File: config.mk
export PLATFORM = sky130hd
export DESIGN_NAME = div_iter_flat
export DESIGN_NICKNAME = d
export VERILOG_FILES = /design/src/rtl/div_iter_if.sv /design/src/rtl/div_iter.sv /design/src/flat_wrapper.sv
export SDC_FILE = /design/constraint.sdc
export NUM_CORES = 1
export LEC_CHECK = 0
export BUFFER_PORTS_ARGS = -buffer_cell sky130_fd_sc_hd__buf_2
export CAP_MARGIN = 20
export CORE_UTILIZATION = 60
export CTS_BUF_LIST = sky130_fd_sc_hd__clkbuf_2 sky130_fd_sc_hd__clkbuf_4 sky130_fd_sc_hd__clkbuf_8
export CTS_CLUSTER_SIZE = 16
export DETAILED_ROUTE_END_ITERATION = 8
export GPL_ROUTABILITY_DRIVEN = 1
export HOLD_SLACK_MARGIN = 0.12
export PLACE_DENSITY = 0.82
export RECOVER_POWER = 50
export REMOVE_ABC_BUFFERS = 1
export SYNTH_ARGS = -nofsm -noshare
export SYNTH_HDL_FRONTEND = slang
export SYNTH_SLANG_ARGS = --single-unit
File: constraint.sdc
create_clock -name clk -period 8.26 [get_ports clk]
set_input_delay 1.239 -clock clk [delete_from_list [all_inputs] [get_ports clk]]
set_output_delay 1.239 -clock clk [all_outputs]
set_load 0.02 [all_outputs]
File: src/rtl/div_iter_if.sv
// Request/response bundle between the EX stage and the iterative divider.
// Every signal here is single-cycle combinational or registered at the divider.
// The master side is the pipeline; the slave side is the divider.
interface div_iter_if #(
  parameter int WIDTH = 32
);
  logic             start;
  logic             signed_div;
  logic             annul;
  logic [WIDTH-1:0] opdata1;
  logic [WIDTH-1:0] opdata2;
  logic [WIDTH-1:0] result_lo;
  logic [WIDTH-1:0] result_hi;
  logic             ready;
  logic             stallreq_for_div;

  // Pipeline side: issues operations, consumes results and the stall request.
  modport master (
    output start, signed_div, annul, opdata1, opdata2,
    input  result_lo, result_hi, ready, stallreq_for_div
  );

  // Divider side.
  modport slave (
    input  start, signed_div, annul, opdata1, opdata2,
    output result_lo, result_hi, ready, stallreq_for_div
  );
endinterface

File: src/rtl/div_iter.sv
// Radix-2 restoring divider for DIV/DIVU; quotient to lo, remainder to hi.
// Latency: 33 cycles from accepted start to the ready strobe (2 for divide-by-zero).
// Backpressure: holds stallreq_for_div high until the result cycle; annul aborts.
module div_iter #(
  parameter int WIDTH = 32,
  parameter int CNT_W = 6
) (
  input logic       clk,
  input logic       rst,
  div_iter_if.slave bus
);

  typedef enum logic [1:0] {
    ST_IDLE    = 2'd0,
    ST_DIVZERO = 2'd1,
    ST_BUSY    = 2'd2,
    ST_DONE    = 2'd3
  } state_t;

  state_t           state_q, state_d;
  logic [CNT_W-1:0] cnt_q, cnt_d;
  logic [WIDTH-1:0] rem_q, rem_d;       // partial remainder
  logic [WIDTH-1:0] quo_q, quo_d;       // dividend shifting out, quotient shifting in
  logic [WIDTH-1:0] dvs_q, dvs_d;       // divisor magnitude
  logic             neg_quo_q, neg_quo_d;
  logic             neg_rem_q, neg_rem_d;
  logic [WIDTH-1:0] res_lo_q, res_lo_d;
  logic [WIDTH-1:0] res_hi_q, res_hi_d;

  logic             accept;
  logic             op1_neg, op2_neg;
  logic [WIDTH-1:0] op1_mag, op2_mag;
  logic [WIDTH:0]   shifted;
  logic [WIDTH:0]   dvs_ext;
  logic             ge;
  logic [WIDTH-1:0] iter_rem, iter_quo;

  // Operand magnitudes and one restoring step of the shift/subtract loop.
  always_comb begin
    accept   = bus.start & ~bus.annul;
    op1_neg  = bus.signed_div & bus.opdata1[WIDTH-1];
    op2_neg  = bus.signed_div & bus.opdata2[WIDTH-1];
    // -0x80000000 wraps to itself, which is the correct unsigned magnitude.
    op1_mag  = op1_neg ? -bus.opdata1 : bus.opdata1;
    op2_mag  = op2_neg ? -bus.opdata2 : bus.opdata2;
    shifted  = {rem_q, quo_q[WIDTH-1]};
    dvs_ext  = {1'b0, dvs_q};
    ge       = (shifted >= dvs_ext);
    // When ge holds the difference is below the divisor, so it fits WIDTH bits.
    iter_rem = ge ? WIDTH'(shifted - dvs_ext) : shifted[WIDTH-1:0];
    iter_quo = {quo_q[WIDTH-2:0], ge};
  end

  // Next-state, datapath updates and output decode.
  always_comb begin
    state_d   = state_q;
    cnt_d     = cnt_q;
    rem_d     = rem_q;
    quo_d     = quo_q;
    dvs_d     = dvs_q;
    neg_quo_d = neg_quo_q;
    neg_rem_d = neg_rem_q;
    res_lo_d  = res_lo_q;
    res_hi_d  = res_hi_q;

    unique case (state_q)
      ST_IDLE: begin
        if (accept) begin
          if (bus.opdata2 == '0) begin
            state_d = ST_DIVZERO;
          end else begin
            state_d   = ST_BUSY;
            cnt_d     = '0;
            rem_d     = '0;
            quo_d     = op1_mag;
            dvs_d     = op2_mag;
            neg_quo_d = op1_neg ^ op2_neg;
            neg_rem_d = op1_neg;
          end
        end
      end
      ST_BUSY: begin
        if (bus.annul) begin
          state_d = ST_IDLE;
        end else begin
          rem_d = iter_rem;
          quo_d = iter_quo;
          cnt_d = cnt_q + 1'b1;
          if (cnt_q == CNT_W'(WIDTH - 1)) begin
            // Final iteration: fix up signs straight into the result registers.
            state_d  = ST_DONE;
            res_lo_d = neg_quo_q ? -iter_quo : iter_quo;
            res_hi_d = neg_rem_q ? -iter_rem : iter_rem;
          end
        end
      end
      ST_DIVZERO: begin
        if (bus.annul) begin
          state_d = ST_IDLE;
        end else begin
          state_d  = ST_DONE;
          res_lo_d = '0;
          res_hi_d = '0;
        end
      end
      ST_DONE: begin
        // No back-to-back restart: the stalled instruction leaves EX this cycle.
        state_d = ST_IDLE;
      end
      default: state_d = ST_IDLE;
    endcase

    bus.ready            = (state_q == ST_DONE) & ~bus.annul;
    bus.stallreq_for_div = ((state_q == ST_IDLE) & accept) |
                           (state_q == ST_BUSY) | (state_q == ST_DIVZERO);
    bus.result_lo        = res_lo_q;
    bus.result_hi        = res_hi_q;
  end

  // State and datapath registers with synchronous reset.
  always_ff @(posedge clk) begin
    if (rst) begin
      state_q   <= ST_IDLE;
      cnt_q     <= '0;
      rem_q     <= '0;
      quo_q     <= '0;
      dvs_q     <= '0;
      neg_quo_q <= 1'b0;
      neg_rem_q <= 1'b0;
      res_lo_q  <= '0;
      res_hi_q  <= '0;
    end else begin
      state_q   <= state_d;
      cnt_q     <= cnt_d;
      rem_q     <= rem_d;
      quo_q     <= quo_d;
      dvs_q     <= dvs_d;
      neg_quo_q <= neg_quo_d;
      neg_rem_q <= neg_rem_d;
      res_lo_q  <= res_lo_d;
      res_hi_q  <= res_hi_d;
    end
  end

endmodule

File: src/flat_wrapper.sv
// flat-port wrapper written by rule: the top's interface ports become plain ports
module div_iter_flat 
#(
  parameter int WIDTH = 32,
  parameter int CNT_W = 6
)
  (clk, rst, bus_start, bus_signed_div, bus_annul, bus_opdata1, bus_opdata2, bus_result_lo, bus_result_hi, bus_ready, bus_stallreq_for_div);
  div_iter_if #(.WIDTH(WIDTH)) bus_i ();
  input logic clk;
  input logic rst;
  input wire logic [$bits(bus_i.start)-1:0] bus_start;
  input wire logic [$bits(bus_i.signed_div)-1:0] bus_signed_div;
  input wire logic [$bits(bus_i.annul)-1:0] bus_annul;
  input wire logic [$bits(bus_i.opdata1)-1:0] bus_opdata1;
  input wire logic [$bits(bus_i.opdata2)-1:0] bus_opdata2;
  output wire logic [$bits(bus_i.result_lo)-1:0] bus_result_lo;
  output wire logic [$bits(bus_i.result_hi)-1:0] bus_result_hi;
  output wire logic [$bits(bus_i.ready)-1:0] bus_ready;
  output wire logic [$bits(bus_i.stallreq_for_div)-1:0] bus_stallreq_for_div;
  assign bus_i.start = bus_start;
  assign bus_i.signed_div = bus_signed_div;
  assign bus_i.annul = bus_annul;
  assign bus_i.opdata1 = bus_opdata1;
  assign bus_i.opdata2 = bus_opdata2;
  assign bus_result_lo = bus_i.result_lo;
  assign bus_result_hi = bus_i.result_hi;
  assign bus_ready = bus_i.ready;
  assign bus_stallreq_for_div = bus_i.stallreq_for_div;
  div_iter #(.WIDTH(WIDTH), .CNT_W(CNT_W)) u_core (.clk(clk), .rst(rst), .bus(bus_i));
endmodule
# Word level (Yosys, flattened, before mapping)
# Index checks and enable logic that the tools add are counted.
[word_totals]
wordCells = 74
register_bits = 170
[op_classes]
n_addsub = 6
eq_ne = 10
reduce_logical = 8
order_cmp = 1
n_bitwise = 10
mux = 30
[op_table]
columns = ["operator", "n"]
rows = [
  ["$mux 32", 16],
  ["$pmux 32 s2", 4],
  ["$neg 32->32", 4],
  ["$ge 33x32->1", 1],
  ["$logic_not 32->1", 1],
  ["$sub 32x32->32", 1],
  ["$mux 6", 3],
  ["$pmux 6 s2", 1],
  ["$mux 2", 5],
  ["$pmux 2 s4", 1],
  ["$reduce_and 4->1", 2],
  ["$add 6x1->6 const B", 1],
  ["$eq 6x5->1 const B", 1],
  ["$ne 2x2->1 const B", 3],
  ["$and 1x1->1", 5],
  ["$eq 2x2->1 const B", 2],
  ["$ne 2x1->1 const B", 2],
  ["$reduce_bool 2->1", 2],
  ["$ne 3x2->1 const B", 1],
  ["$reduce_and 3->1", 1],
  ["$eq 2x1->1 const B", 1],
  ["$logic_not 2->1", 1],
  ["$not 1->1", 2],
  ["$or 1x1->1", 2],
  ["other kinds (2)", 2],
]

# Logic depth before layout (Yosys ltp)
[depth]
ltp_word = 7
ltp_mapped = 26

# Least setup slack after synthesis
# OpenSTA, ideal clock, no wires.
[synth_timing]
kind = "reg2reg"
from = "register u_core.dvs_q[1]"
to = "register u_core.res_hi_q[26] (netlist: u_core.bus.result_hi[26])"
setup_slack_ps = 3123
setup_time_ps = 130
n_path_buf = 5
stages_incl_launch_ff = 24
t_arrival_ps = 5007
path_cell_list = "dfxtp_1 -> inv_1 -> ha_1 -> nor2b_1 -> o2111ai_4 -> a2111oi_4 -> or4b_1 -> buf_4 -> a211o_4 -> buf_6 -> buf_2 -> buf_2 -> buf_2 -> mux2i_1 -> ha_1 -> nand3b_1 -> or3_1 -> a2111oi_0 -> a31oi_1 -> a211o_1 -> nor3_1 -> a41o_1 -> xor2_1 -> o21ai_0"
[synth_via]
elab_chain_cells = 7
elab_cells_between_ends = 8
classes_between = "add/sub (2); order compare (1); mux (5)"
[synth_lines]
columns = ["item", "line", "source"]
rows = [
  ["start: declaration", "div_iter.sv:24", "logic [WIDTH-1:0] dvs_q, dvs_d;"],
  ["start signal: assignment", "div_iter.sv:137", "dvs_q <= dvs_d;"],
  ["$sub 32x32->32 / $ge 33x32->1 (equally long branches)", "div_iter.sv:50, div_iter.sv:48", ""],
  ["$mux 32 (*)", "div_iter.sv:50", "iter_rem = ge ? WIDTH'(shifted - dvs_ext) : shifted[WIDTH-1:0];"],
  ["$neg 32->32", "div_iter.sv:93", "res_hi_d = neg_rem_q ? -iter_rem : iter_rem;"],
  ["$mux 32 (*)", "div_iter.sv:93", ""],
  ["$mux 32 (*)", "div_iter.sv:89", "if (cnt_q == CNT_W'(WIDTH - 1)) begin"],
  ["$mux 32 (*)", "div_iter.sv:83", "if (bus.annul) begin"],
  ["$pmux 32 s2 (*)", "div_iter.sv:66", "unique case (state_q)"],
  ["end signal: assignment", "div_iter.sv:141", "res_hi_q <= res_hi_d;"],
  ["end: declaration", "div_iter.sv:28", "logic [WIDTH-1:0] res_hi_q, res_hi_d;"],
]
# Every way passes the cells marked *; elsewhere a longest branch is shown, timed or not. The select of a mux whose other input is x is not followed.
# A chain may end at the register's enable or synchronous reset.

# Worst setup path after layout
[layout_timing]
from = "register u_core.rem_q[19]"
to = "register u_core.res_hi_q[26] (netlist: u_core.bus.result_hi[26])"
[layout_via]
elab_chain_cells = 7
elab_cells_between_ends = 8
classes_between = "add/sub (2); order compare (1); mux (5)"
[layout_lines]
columns = ["item", "line", "source"]
rows = [
  ["start: declaration", "div_iter.sv:22", "logic [WIDTH-1:0] rem_q, rem_d;"],
  ["start signal: assignment", "div_iter.sv:135", "rem_q <= rem_d;"],
  ["$sub 32x32->32 / $ge 33x32->1 (equally long branches)", "div_iter.sv:50, div_iter.sv:48", ""],
  ["$mux 32 (*)", "div_iter.sv:50", ""],
  ["$neg 32->32", "div_iter.sv:93", ""],
  ["$mux 32 (*)", "div_iter.sv:93", ""],
  ["$mux 32 (*)", "div_iter.sv:89", ""],
  ["$mux 32 (*)", "div_iter.sv:83", ""],
  ["$pmux 32 s2 (*)", "div_iter.sv:66", ""],
]
# Marked as above.

==> impl_metrics.tcl <==
set metrics [dict create \
    postSynthAreaPerCell_um2 7.38 \
    hpwlAfterDp_um 25000 \
    leakage_uw 0.00480 \
    crit_slowest_cell "a211o_4" \
    dpl_cell_area_mm2 0.0125 \
    cts-hold-fix-buffers 0 \
    worst_skew_pair.late_latency_ps 490 \
    crit_path_max_fanout 57 \
    grt_overflow 0 \
    finalMaxSlewViolations 86 \
    hp-class "flop to flop" \
    synth_seq_area_share 0.287 \
    nets 1778 \
    setup_viol 0 \
    finalHoldViolCount 0 \
    antenna_found_initial 1 \
    path_cells "ha_1 > nand4_1 > or3_1 > a2111oi_0 > or4b_1 > a211o_4 > mux2i_1 > ha_1 > nand3b_1 > or3_1 > a2111oi_0 > a31oi_1 > a211o_1 > nor3_1 > a41o_1 > xor2_1 > o21ai_0" \
    totalWireLength_um 34100 \
    powerDensity_mw_per_mm2 347 \
    cts_tree "built" \
    status "complete, but fails checks" \
    routedWlPerCell_um 17.5 \
    clockBufferDepth 2 \
    fp.dieH_um 143 \
    grt_usage 0.338 \
    finalWorstSetupSlack_ps 1970 \
    vias 11968 \
    layout-drive-gt1-share 0.0869 \
    cp_data_required_time_ps 8600 \
    post-place-ws_ps 2480 \
    ant_nets 0 \
    die_area_mm2 0.0203 \
    clk_pin_slew_worst_paths_ps 100 \
    rsz0062_at_grt "no" \
    crit_type "flop to flop" \
    dr.pass1.iters 6 \
    period_share 0.761 \
    synth_edf_count 0 \
    viasPerCell 6.15 \
    synth_cells 1606 \
    yosys-top-cells-area "dfxtp_1 (29%), nand2_1 (6.7%), nor2_1 (6.6%)" \
    relSlewSlack -0.790 \
    async_reset_ff_frac 0 \
    core_mm2 0.0194 \
    cp.buffers_inverters 0 \
    ioPinCount 135 \
    synth-seq-cells 170 \
    cts_setup_buffers 0 \
    gp_congestion 0.975 \
    endpoint_kind "flop" \
    synth_cell_types 87 \
    die_width_um 143 \
    drtIter0Drc 957 \
    fin_setup_tns_ps 0 \
    slowest_delay_ps 630 \
    cts_buffers 17 \
    crit_arrival_ps 6630 \
    drc 0 \
    synth_flop_cell "dfxtp_1" \
    row_count 51 \
    violations "max-capacitance violations, max-slew violations" \
    ctsResizeCount 0 \
    cap_violations 2 \
    cts.sinks 170 \
    cts_root_buffer "clkbuf_8" \
    max_freq_mhz 159 \
    skew_ps 18.1 \
    ir_worst_vdd_v 0.000211 \
    port_buffers 134 \
    crit_path_start_kind "flop" \
    grt_pass1_vias 10747 \
    tightest_slew_ps 2690 \
    yosys.area.top_type "dfxtp_1" \
    grt_max_degree 75 \
    layout-area-overhead-vs-synth_pct 8.07 \
    start_util 0.611 \
    htree_levels 4 \
    crit_family "compound AO/OA/AOI/OAI gates" \
    grt_pass1_wl_um 54400 \
    syn_area_mm2 0.0119 \
    min_period_ps 6290 \
    yosysTopAreaCellShare 0.287 \
    finalInstanceArea_mm2 0.0128 \
    diodes 0 \
    ys_warn_count 0 \
]
[power by group]
part	switching (uW)	total (uW)	internal [uW]
combinational	1820	2810	998
sequential	96.3	1010	916
clock	365	621	257
total	2280	4450	2170
[stage by stage]
stage / std cells / hold slack [ps] / utilization / total power [uW]
global route: 1945 / 469 / 0.661 / 4740
CTS: 1942 / 453 / 0.665 / 4390
finish: 1945 / 451 / 0.661 / 4450
global placement: 1910 / 429 / 0.643 / 3730
detailed placement: 1910 / 437 / 0.643 / 3760
floorplan: 1503 / 426 / - / 3040
[synthesized netlist by cell type, types with 20 or more instances]
library cell and number:
nand2_1 212, nor2_1 209, dfxtp_1 170, a21oi_1 118
o21ai_0 114, xnor2_1 80, clkbuf_1 68, xor2_1 64
inv_1 52, a211oi_1 45, a22oi_1 44, nor3_1 43
ha_1 41, nand3_1 21, o31ai_1 20
[cell families after synthesis]
logic type / count (synthesis) / synth area share
fa+ha+maj: 42 / 0.0450
buf+inv: 156 / 0.0560
compound gates: 465 / 0.256
simple gates: 609 / 0.232
xor+xnor: 144 / 0.106
mux: 20 / 0.0174
flops: 170 / 0.287
[sequential cells by signal, summed over array words and instances, names as in the netlist]
signal	count
u_core.bus.result_lo	32
u_core.neg_quo_q	1
u_core.dvs_q	32
u_core.quo_q	32
u_core.cnt_q	6
u_core.state_q	2
u_core.rem_q	32
u_core.neg_rem_q	1
u_core.bus.result_hi	32
[path summary, 6_finish.rpt]
| path | from | depth (start not counted) | slack (ps) | to |
|---|---|---|---|---|
| max | u_core.rem_q[19] | 17 | 1970 | u_core.bus.result_hi[26] |
| min | u_core.bus.result_hi[27] | 2 | 450 | u_core.bus.result_hi[27] |
| max reg2reg | u_core.rem_q[19] | 17 | 1970 | u_core.bus.result_hi[26] |
| min reg2reg | u_core.bus.result_hi[27] | 2 | 450 | u_core.bus.result_hi[27] |
[layer usage]
layer / vias up / GRT usage / routed length (um)
met5: - / 0 / 0
met4: 0 / 0.124 / 1180
met3: 92 / 0.0518 / 2360
met2: 511 / 0.540 / 15300
met1: 5551 / 0.460 / 15300
li1: 5814 / - / -
[placed cells by master (no fill, tap or decap), drive strengths merged, types with 4 or more instances in the layout]
cell type / netlist / routed
nand2: 212 / 212
nor2: 209 / 209
dfxtp: 170 / 170
o21ai: 125 / 125
a21oi: 122 / 122
clkbuf: 69 / 85
xnor2: 80 / 80
buf: 34 / 77
xor2: 64 / 64
inv: 53 / 60
a211oi: 47 / 47
nor3: 45 / 45
a22oi: 44 / 44
ha: 41 / 41
nand3: 21 / 21
o31ai: 21 / 21
or3: 20 / 20
mux2i: 18 / 18
nand4: 17 / 17
a21o: 16 / 16
nor4: 16 / 16
o41ai: 14 / 14
or4: 12 / 12
nand2b: 11 / 11
a31oi: 11 / 11
nor2b: 9 / 9
and3: 8 / 8
o21a: 8 / 8
and2: 8 / 8
or2: 7 / 7
o22ai: 5 / 5
clkinv: 0 / 5
a2111oi: 4 / 4
o211ai: 4 / 4
nand3b: 4 / 4
o2111ai: 4 / 4
[tightest hold or removal path, cell delays in order, from the launching register on]
cell and delay, ps:
dfxtp_1 320, nand2_1 50, o21ai_1 50
[cell type report]
cell class | count | area (um^2)
timing repair buffer | 145 | 696
multi-input combinational | 1280 | 7770
clock buffer | 17 | 234
sequential | 170 | 3400
fill | 1798 | 6580
tap | 265 | 332
inverter | 53 | 199
clock inverter | 15 | 180
Power figures use the tool's default switching activity.
